`src/rtl/if_stage.sv`:
```
// Instruction-fetch stage of the 5-stage MIPS pipeline.
// Owns the program counter and drives a synchronous instruction RAM whose data
// returns one cycle after the address. A one-entry skid catches the in-flight
// response while decode is stalled. Redirects flush IF/ID and refetch.
// Fetch stops once HALT_WORD comes back.
module if_stage #(
  parameter logic [31:0] RESET_PC  = 32'h0000_0000,
  parameter logic [31:0] HALT_WORD = 32'hFFFF_FFFF
) (
  input  logic        CLOCK,
  input  logic        RESET,
  // instruction RAM
  output logic [31:0] imem_addr,
  output logic        imem_en,
  input  logic [31:0] imem_data,
  // pipeline control
  input  logic        stall,
  input  logic        redirect,
  input  logic [31:0] redirect_pc,
  // IF/ID pipeline register
  output logic [31:0] if_id_instr,
  output logic [31:0] if_id_pc4,
  output logic        if_id_valid,
  output logic        halted
);

  typedef enum logic [0:0] {
    StRun,
    StHalt
  } state_e;

  state_e      state_q, state_d;

  // Fetch bookkeeping
  logic [31:0] pc_q, pc_d;
  logic        req_valid_q, req_valid_d;
  logic [31:0] req_pc_q, req_pc_d;

  // One-entry skid, used only while decode is stalled
  logic        skid_valid_q, skid_valid_d;
  logic [31:0] skid_instr_q, skid_instr_d;
  logic [31:0] skid_pc4_q, skid_pc4_d;

  // IF/ID register
  logic        if_id_valid_q, if_id_valid_d;
  logic [31:0] if_id_instr_q, if_id_instr_d;
  logic [31:0] if_id_pc4_q, if_id_pc4_d;

  // Combinational fetch-side signals
  logic [31:0] redirect_target;
  logic        rsp_valid;
  logic [31:0] rsp_pc4;
  logic        hit;
  logic        issue;
  logic [31:0] issue_addr;

  // Response tagging, halt detection and issue decision for this cycle
  always_comb begin
    redirect_target = redirect_pc & ~32'h0000_0003;
    // Once halted, any response still arriving is stale and ignored.
    rsp_valid       = req_valid_q && (state_q == StRun);
    rsp_pc4         = req_pc_q + 32'd4;
    hit             = rsp_valid && (imem_data == HALT_WORD) && !redirect;
    issue           = !RESET && (redirect || ((state_q == StRun) && !stall && !hit));
    if (RESET) begin
      issue_addr = RESET_PC;
    end else if (redirect) begin
      issue_addr = redirect_target;
    end else begin
      issue_addr = pc_q;
    end
  end

  assign imem_en   = issue;
  assign imem_addr = {2'b00, issue_addr[31:2]};

  // Next-state for pc, outstanding request, skid, IF/ID and FSM
  always_comb begin
    state_d       = state_q;
    pc_d          = pc_q;
    req_valid_d   = 1'b0;
    req_pc_d      = req_pc_q;
    skid_valid_d  = skid_valid_q;
    skid_instr_d  = skid_instr_q;
    skid_pc4_d    = skid_pc4_q;
    if_id_valid_d = if_id_valid_q;
    if_id_instr_d = if_id_instr_q;
    if_id_pc4_d   = if_id_pc4_q;

    if (issue) begin
      req_valid_d = 1'b1;
      req_pc_d    = issue_addr;
      pc_d        = issue_addr + 32'd4;
    end

    if (redirect) begin
      // Flush everything downstream; the in-flight response is simply dropped.
      if_id_valid_d = 1'b0;
      skid_valid_d  = 1'b0;
      state_d       = StRun;
    end else begin
      if (hit) begin
        state_d = StHalt;
      end
      if (stall) begin
        // No fetch issues while stalled, so the skid is always empty here.
        if (rsp_valid) begin
          skid_valid_d = 1'b1;
          skid_instr_d = imem_data;
          skid_pc4_d   = rsp_pc4;
        end
      end else if (skid_valid_q) begin
        if_id_valid_d = 1'b1;
        if_id_instr_d = skid_instr_q;
        if_id_pc4_d   = skid_pc4_q;
        skid_valid_d  = 1'b0;
      end else begin
        if_id_valid_d = rsp_valid;
        if (rsp_valid) begin
          if_id_instr_d = imem_data;
          if_id_pc4_d   = rsp_pc4;
        end
      end
    end
  end

  // State registers with synchronous reset
  always_ff @(posedge CLOCK) begin
    if (RESET) begin
      state_q       <= StRun;
      pc_q          <= RESET_PC;
      req_valid_q   <= 1'b0;
      req_pc_q      <= RESET_PC;
      skid_valid_q  <= 1'b0;
      skid_instr_q  <= 32'h0;
      skid_pc4_q    <= 32'h0;
      if_id_valid_q <= 1'b0;
      if_id_instr_q <= 32'h0;
      if_id_pc4_q   <= 32'h0;
    end else begin
      state_q       <= state_d;
      pc_q          <= pc_d;
      req_valid_q   <= req_valid_d;
      req_pc_q      <= req_pc_d;
      skid_valid_q  <= skid_valid_d;
      skid_instr_q  <= skid_instr_d;
      skid_pc4_q    <= skid_pc4_d;
      if_id_valid_q <= if_id_valid_d;
      if_id_instr_q <= if_id_instr_d;
      if_id_pc4_q   <= if_id_pc4_d;
    end
  end

  assign if_id_instr = if_id_instr_q;
  assign if_id_pc4   = if_id_pc4_q;
  assign if_id_valid = if_id_valid_q;
  assign halted      = (state_q == StHalt);

endmodule

```
`config.mk`:
```
export PLATFORM = sky130hd
export DESIGN_NAME = if_stage
export DESIGN_NICKNAME = d
export VERILOG_FILES = /design/src/rtl/if_stage.sv
export SDC_FILE = /design/constraint.sdc
export NUM_CORES = 1
export LEC_CHECK = 0
export CORE_MARGIN = 2
export CORE_UTILIZATION = 48
export CTS_CLUSTER_SIZE = 16
export DETAILED_ROUTE_END_ITERATION = 8
export PLACE_DENSITY_LB_ADDON = 0.15
export SYNTH_ARGS = -nofsm -noshare
export SYNTH_HDL_FRONTEND = slang
export SYNTH_SLANG_ARGS = --single-unit
```
`constraint.sdc`:
```
create_clock -name CLOCK -period 3 [get_ports CLOCK]
set_clock_uncertainty 0.1 [all_clocks]
set_input_delay 0.45 -clock CLOCK [delete_from_list [all_inputs] [get_ports CLOCK]]
set_output_delay 0.45 -clock CLOCK [all_outputs]
set_load 0.005 [all_outputs]
```
==> flow_summary.ini <==
[cts]
htreeDepth = 4
cts_root_buffer = clkbuf_16
cts_tree = yes
clkTransAtPathRegs_ns = 0.07
clockBufferDepth = 2
cts_buffers = 17
clock_latency_ns = 0.43
cts.sinks = 188

[die]
die_h_um = 142
start_util_pct = 48.8
fp.coreArea_um2 = 18700
top_level_ports = 167
die_x_um = 142
rows = 50
die-area_um2 = 20100

[layout]
nFillCells = 1689
design_area_um2 = 11800
layout-drive-gt1-share_pct = 11.6
diodes = 0
area_growth_pct = 29.3
final_nets = 1332
final-seq-area_um2 = 3760
multi_input_area_um2 = 4950
finalNonFillerCells = 1509
fin_util_pct = 63.1
layout_commonest_cell = nand2_1
final_cell_mix = nand2_1, dfxtp_1, clkdlybuf4s50_1

[global_routing]
antenna_found_initial = 0
grt_pass1_vias = 7641
grt.total_usage_pct = 23.7
grt_start_max_net_pins = 89
grt_first_pass_wirelength_mm = 38.7
overflow = 0

[sta]
period_share_pct = 95.9
maxSlewHeadroom_pct = 43.9
rsz0062_at_grt = false
setup_viol = 0
drv_slew = 0
final_hold_viol_count = 0
fmax_ghz = 0.348
worst_slew_pin_slew_ns = 0.842
min_period_ns = 2.88

[setup_path]
start_kind = input pin
worstPathArrival_ns = 2.33
crit_path_end_kind = output port
cp_max_fo = 2
critPathKind = input pin to output port
cp.required_ns = 2.45

[synthesis]
synth_compound_area_share_pct = 18.1
ys_ff_latch = 188
syn_area_per_cell_um2 = 8.29
synth-async-reset-ratio_pct = 0
yosysUniqueCellTypes = 67
muxShareOfSynthArea_pct = 6.80
synth_simple_gate_area_share_pct = 23.6
netlist_area_um2 = 9120
syn_inst = 1100
synth_ff_type = dfxtp_1
synth_top_family_by_area = simple AND/OR/NAND/NOR gates
synth_warnings = 0
yosys.area_share.adder_pct = 0.274
synth_xor_area_share_pct = 4.80
synth_edf_count = 0
ys_seq_area_share_pct = 41.3

[pwr]
p_comb_share_pct = 13.1
p_leak_nw = 4.06
p_sw_mw = 1.48
swShare_pct = 26.0
p_total_mw = 5.72
power_frac_seq_pct = 46.7
intPower_mw = 4.24
clock_power_share_pct = 40.2
ir_worst_vdd_mv = 0.412
powerDensity_nw_per_um2 = 485

[status]
outcome = complete, no violations

[routing]
first_iter_violations = 462
vias_per_cell = 5.46
ant_nets = 0
firstDrtPassIters = 6
vias = 8239
wirelength_mm = 23.8
drc = 0
avgRoutedWirePerCell_um = 15.8

[placed_design]
dp_hpwl_mm = 16.5
place_congestion = 0.874
post_dp_cell_area_um2 = 11200
dpl.cell_count = 1478
port_buffers = 160

[worst_hold_path]
hp-class = input pin to flip-flop

[flow_run]
max_cap_violations = 0
## through the flow
| stage | hold WS, ns | worst slack (ns) | TNS, ns |
|---|---|---|---|
| final | 0.303 | 0.123 | 0 |
| after global routing | 0.302 | 0.0215 | 0 |
| after CTS | 0.287 | 0.0670 | 0 |
| after floorplan | 0.336 | 0.0562 | 0 |
| after detailed placement | 0.345 | -0.266 | -0.266 |
| after global placement | 0.341 | -0.311 | -0.319 |
## registers in the layout, summed over array words and instances (netlist names)
name,flops
req_valid_q,1
skid_instr_q,32
if_id_valid,1
if_id_pc4,30
pc_q,30
halted,1
if_id_instr,32
req_pc_q,30
skid_pc4_q,30
skid_valid_q,1
## power groups by stage
stage | registers, mW | clock network (mW) | logic (mW)
finish | 2.67 | 2.30 | 0.752
global route | 2.68 | 2.45 | 0.821
CTS | 2.67 | 2.34 | 0.755
detailed placement | 2.73 | 0 | 0.749
global placement | 2.72 | 0 | 0.744
floorplan | 2.72 | 0 | 0.400
## worst paths after layout
| kind | startpoint | end | slack (ns) | depth (start not counted) |
|---|---|---|---|---|
| worst min register to register | if_id_pc4[8]$_SDFFE_PP0P_ | if_id_pc4[8]$_SDFFE_PP0P_ | 0.35 | 2 |
| worst min-delay path | RESET | pc_q[3]$_SDFFE_PP0P_ | 0.30 | 2 |
| worst max-delay path | imem_data[0] | imem_en | 0.12 | 8 |
| worst max register to register | halted$_SDFFE_PP0P_ | pc_q[2]$_SDFFE_PP0P_ | 0.63 | 8 |
## Yosys cell counts (3+ instances only)
cell type  number  area (µm²)
xor2_1         15         131
nand3_2         3        30.0
nor4b_2         3        45.0
clkbuf_1       42         158
a31oi_1        10        62.6
buf_1          19        71.3
xnor2_1        35         307
o21ai_0        30         150
nor4_2          4        50.1
a32o_1          3        30.0
mux2i_1        62         621
nor4_1          4        25.0
nand3b_4        3        60.1
a211oi_2        3        37.5
nand2_1       188         706
and2_1          3        18.8
and3_1          3        18.8
nand2b_1        5        31.3
nor2_1        134         503
a21o_1          5        37.5
buf_2          15        75.1
nand4_1        22         138
a211oi_1       72         541
buf_4           5        37.5
nand3b_1        4        30.0
a311oi_1        4        35.0
o211ai_1        3        22.5
nand3_1        37         185
dfxtp_1       188        3760
inv_1          12        45.0
a211o_1         5        43.8
a21oi_1        84         420
buf_6           3        33.8
nor3_1         18        90.1
or3_1           9        56.3
## repair_timing
item	CTS	global route
endpoints found under the hold margin	0	0
gates resized for setup	5	1
setup endpoints to repair	1	1
pin swaps	3	2
hold buffers	0	0
setup buffers	0	0
## layer usage
layer  vias to the layer above  wire (µm)  GRT usage [%]
met1                      3806      10800           29.8
li1                       4196          -              -
met3                        32       1070           4.83
met2                       205      11400           40.6
met5                         -          0              0
met4                         0        498           7.84
## worst max-delay path, cell delays in order
cell,delay [ns]
clkdlybuf4s50_1,0.49
nand4_1,0.18
nor4_4,0.38
a31oi_2,0.17
a21o_2,0.22
nand2_1,0.10
inv_2,0.07
dlygate4sd2_1,0.26
## layout make-up
| class | instances | area share (%) |
|---|---|---|
| Timing Repair Buffer | 226 | 18.2 |
| Tap cell | 234 | 2.48 |
| Multi-Input combinational cell | 816 | 42.0 |
| Sequential cell | 188 | 31.9 |
| Inverter | 13 | 0.414 |
| Clock buffer | 18 | 3.72 |
| Clock inverter | 14 | 1.35 |
## cell families (layout without fill, tap and decap cells)
family	after synthesis	in the layout
buffers and inverters	99	271
DFF	188	188
AOI/OAI and AO/OA	241	241
adders and majority gates	2	2
other	1	4
muxes	62	62
and+or+nand+nor	457	457
xor gates and xnor gates	50	50
No activity file was read; power rests on OpenSTA's default activity.
==> edit: new RTL, same flow settings <==
Take the reset off `skid_instr_q` and `if_id_instr_q` and load them in a clocked block of their own.
--- a/src/rtl/if_stage.sv
+++ b/src/rtl/if_stage.sv
@@ -134,6 +134,4 @@
       skid_valid_q  <= 1'b0;
-      skid_instr_q  <= 32'h0;
       skid_pc4_q    <= 32'h0;
       if_id_valid_q <= 1'b0;
-      if_id_instr_q <= 32'h0;
       if_id_pc4_q   <= 32'h0;
@@ -145,8 +143,11 @@
       skid_valid_q  <= skid_valid_d;
-      skid_instr_q  <= skid_instr_d;
       skid_pc4_q    <= skid_pc4_d;
       if_id_valid_q <= if_id_valid_d;
-      if_id_instr_q <= if_id_instr_d;
       if_id_pc4_q   <= if_id_pc4_d;
     end
+  end
+
+  always_ff @(posedge CLOCK) begin
+    skid_instr_q  <= skid_instr_d;
+    if_id_instr_q <= if_id_instr_d;
   end
Function: differs if RESET is asserted again (counterexample within 4 cycles, from zero or initial values and one cycle with RESET high); with RESET held inactive, the same outputs for 4 cycles.
==> edit against the unedited design <==
- power up 2.0%
- final cell count down 15%
- sequential cell count unchanged
- core utilization up 0.20 points
- wire length down 13%
- cell area down 4.0%
- die area down 4.3%
- non-clock buffer count down 27
- register-to-register slack better by 150 ps
- hold slack worse by 140 ps
- area after synthesis down 4.4%
- clock power up 7%
- worst setup slack worse by 73 ps
- critical endpoint unchanged
- highest routed layer unchanged
==> edit: results (changes against the unedited design) <==
status: "complete, no violations"
grtUsageTotal: 0.219  # -0.0175
layout-drive-gt1-share: 0.128  # +0.0118
wl_met2_um: 9190  # -20%
startpoint: "imem_data[1]"
grt_max_degree: 87  # -2.2%
use_met2: 0.321  # -0.0842
synth.area.top_cells: "dfxtp_1, edfxtp_1, nand2_1"
nFillCells: 1492  # -12%
synth-compound-area-share: 0.122  # -0.0591
vdd_drop_max_v: 0.000390  # -5.3%
r2r_end: "if_id_pc4[25]$_SDFFE_PP0P_"
synth_mux_area_frac: 0.0827  # +0.0146
hold_depth: 1  # -1
whs_ps: 164  # -138 ps
synth.distinct_cells: 60  # -10%
place_ws_ps: 10.8  # +277 ps
synth_edf_count: 64  # +64
p_sw_frac: 0.229  # -0.0305
place_hpwl_um: 14500  # -12%
tightest_slew_ps: 736  # -106 ps
post_cts_resized: 0  # -5
fin_nets: 1114  # -16%
wl_met3_um: 899  # -16%
ys_seq_area_frac: 0.505  # +0.0926
grt_pass1_vias: 6364  # -17%
synth_xor_xnor_area_share: 0.0583  # +0.0103
worst-r2r-setup-slack_ps: 780  # +150 ps
p_leak_uw: 0.00391  # -3.6%
grtUsageMet1: 0.332  # +0.0339
reg2reg_depth: 7  # -1
met3_usage: 0.0397  # -0.00855
crit_arrival_ps: 2400  # +70 ps
synth_fa_ha_area_frac: 0.00287  # +0.000127
hold_start: "imem_data[3]"
drtIter0Drc: 496  # +7.4%
hold_end: "skid_instr_q[3]$_DFFE_PP_"
via_count: 6892  # -16%
path_max_fanout: 3  # +1
drv_slew: 0  # unchanged
yosys_warnings: 0  # unchanged
grt_pass1_wl_um: 34200  # -12%
wirelength_um: 20700  # -13%
met1Wirelength_um: 10400  # -3.6%
synthTopCellsByCount: "dfxtp_1, nand2_1, nor2_1"
[edit: power groups by stage]
| stage | clock network, µW | registers, µW | logic [µW] |
|---|---|---|---|
| 2_1_floorplan | 0 | 2830 | 321 |
| 3_3_place_gp | 0 | 2840 | 594 |
| 3_5_place_dp | 0 | 2840 | 600 |
| 4_1_cts | 2500 | 2780 | 604 |
| 5_1_grt | 2600 | 2800 | 659 |
| 6_report | 2450 | 2790 | 604 |
[edit: layout make-up]
cell class / instances / area share
Inverter: 11 / 0.00365
Sequential cell: 188 / 0.389
Tap cell: 229 / 0.0253
Multi-Input combinational cell: 627 / 0.355
Clock inverter: 14 / 0.0190
Timing Repair Buffer: 199 / 0.171
Clock buffer: 17 / 0.0376
[edit: stage by stage]
step                std cells  area [µm²]
floorplan                 887        8760
global placement         1252       10600
detailed placement       1252       10600
CTS                      1283       11300
global route             1285       11300
finish                   1285       11300
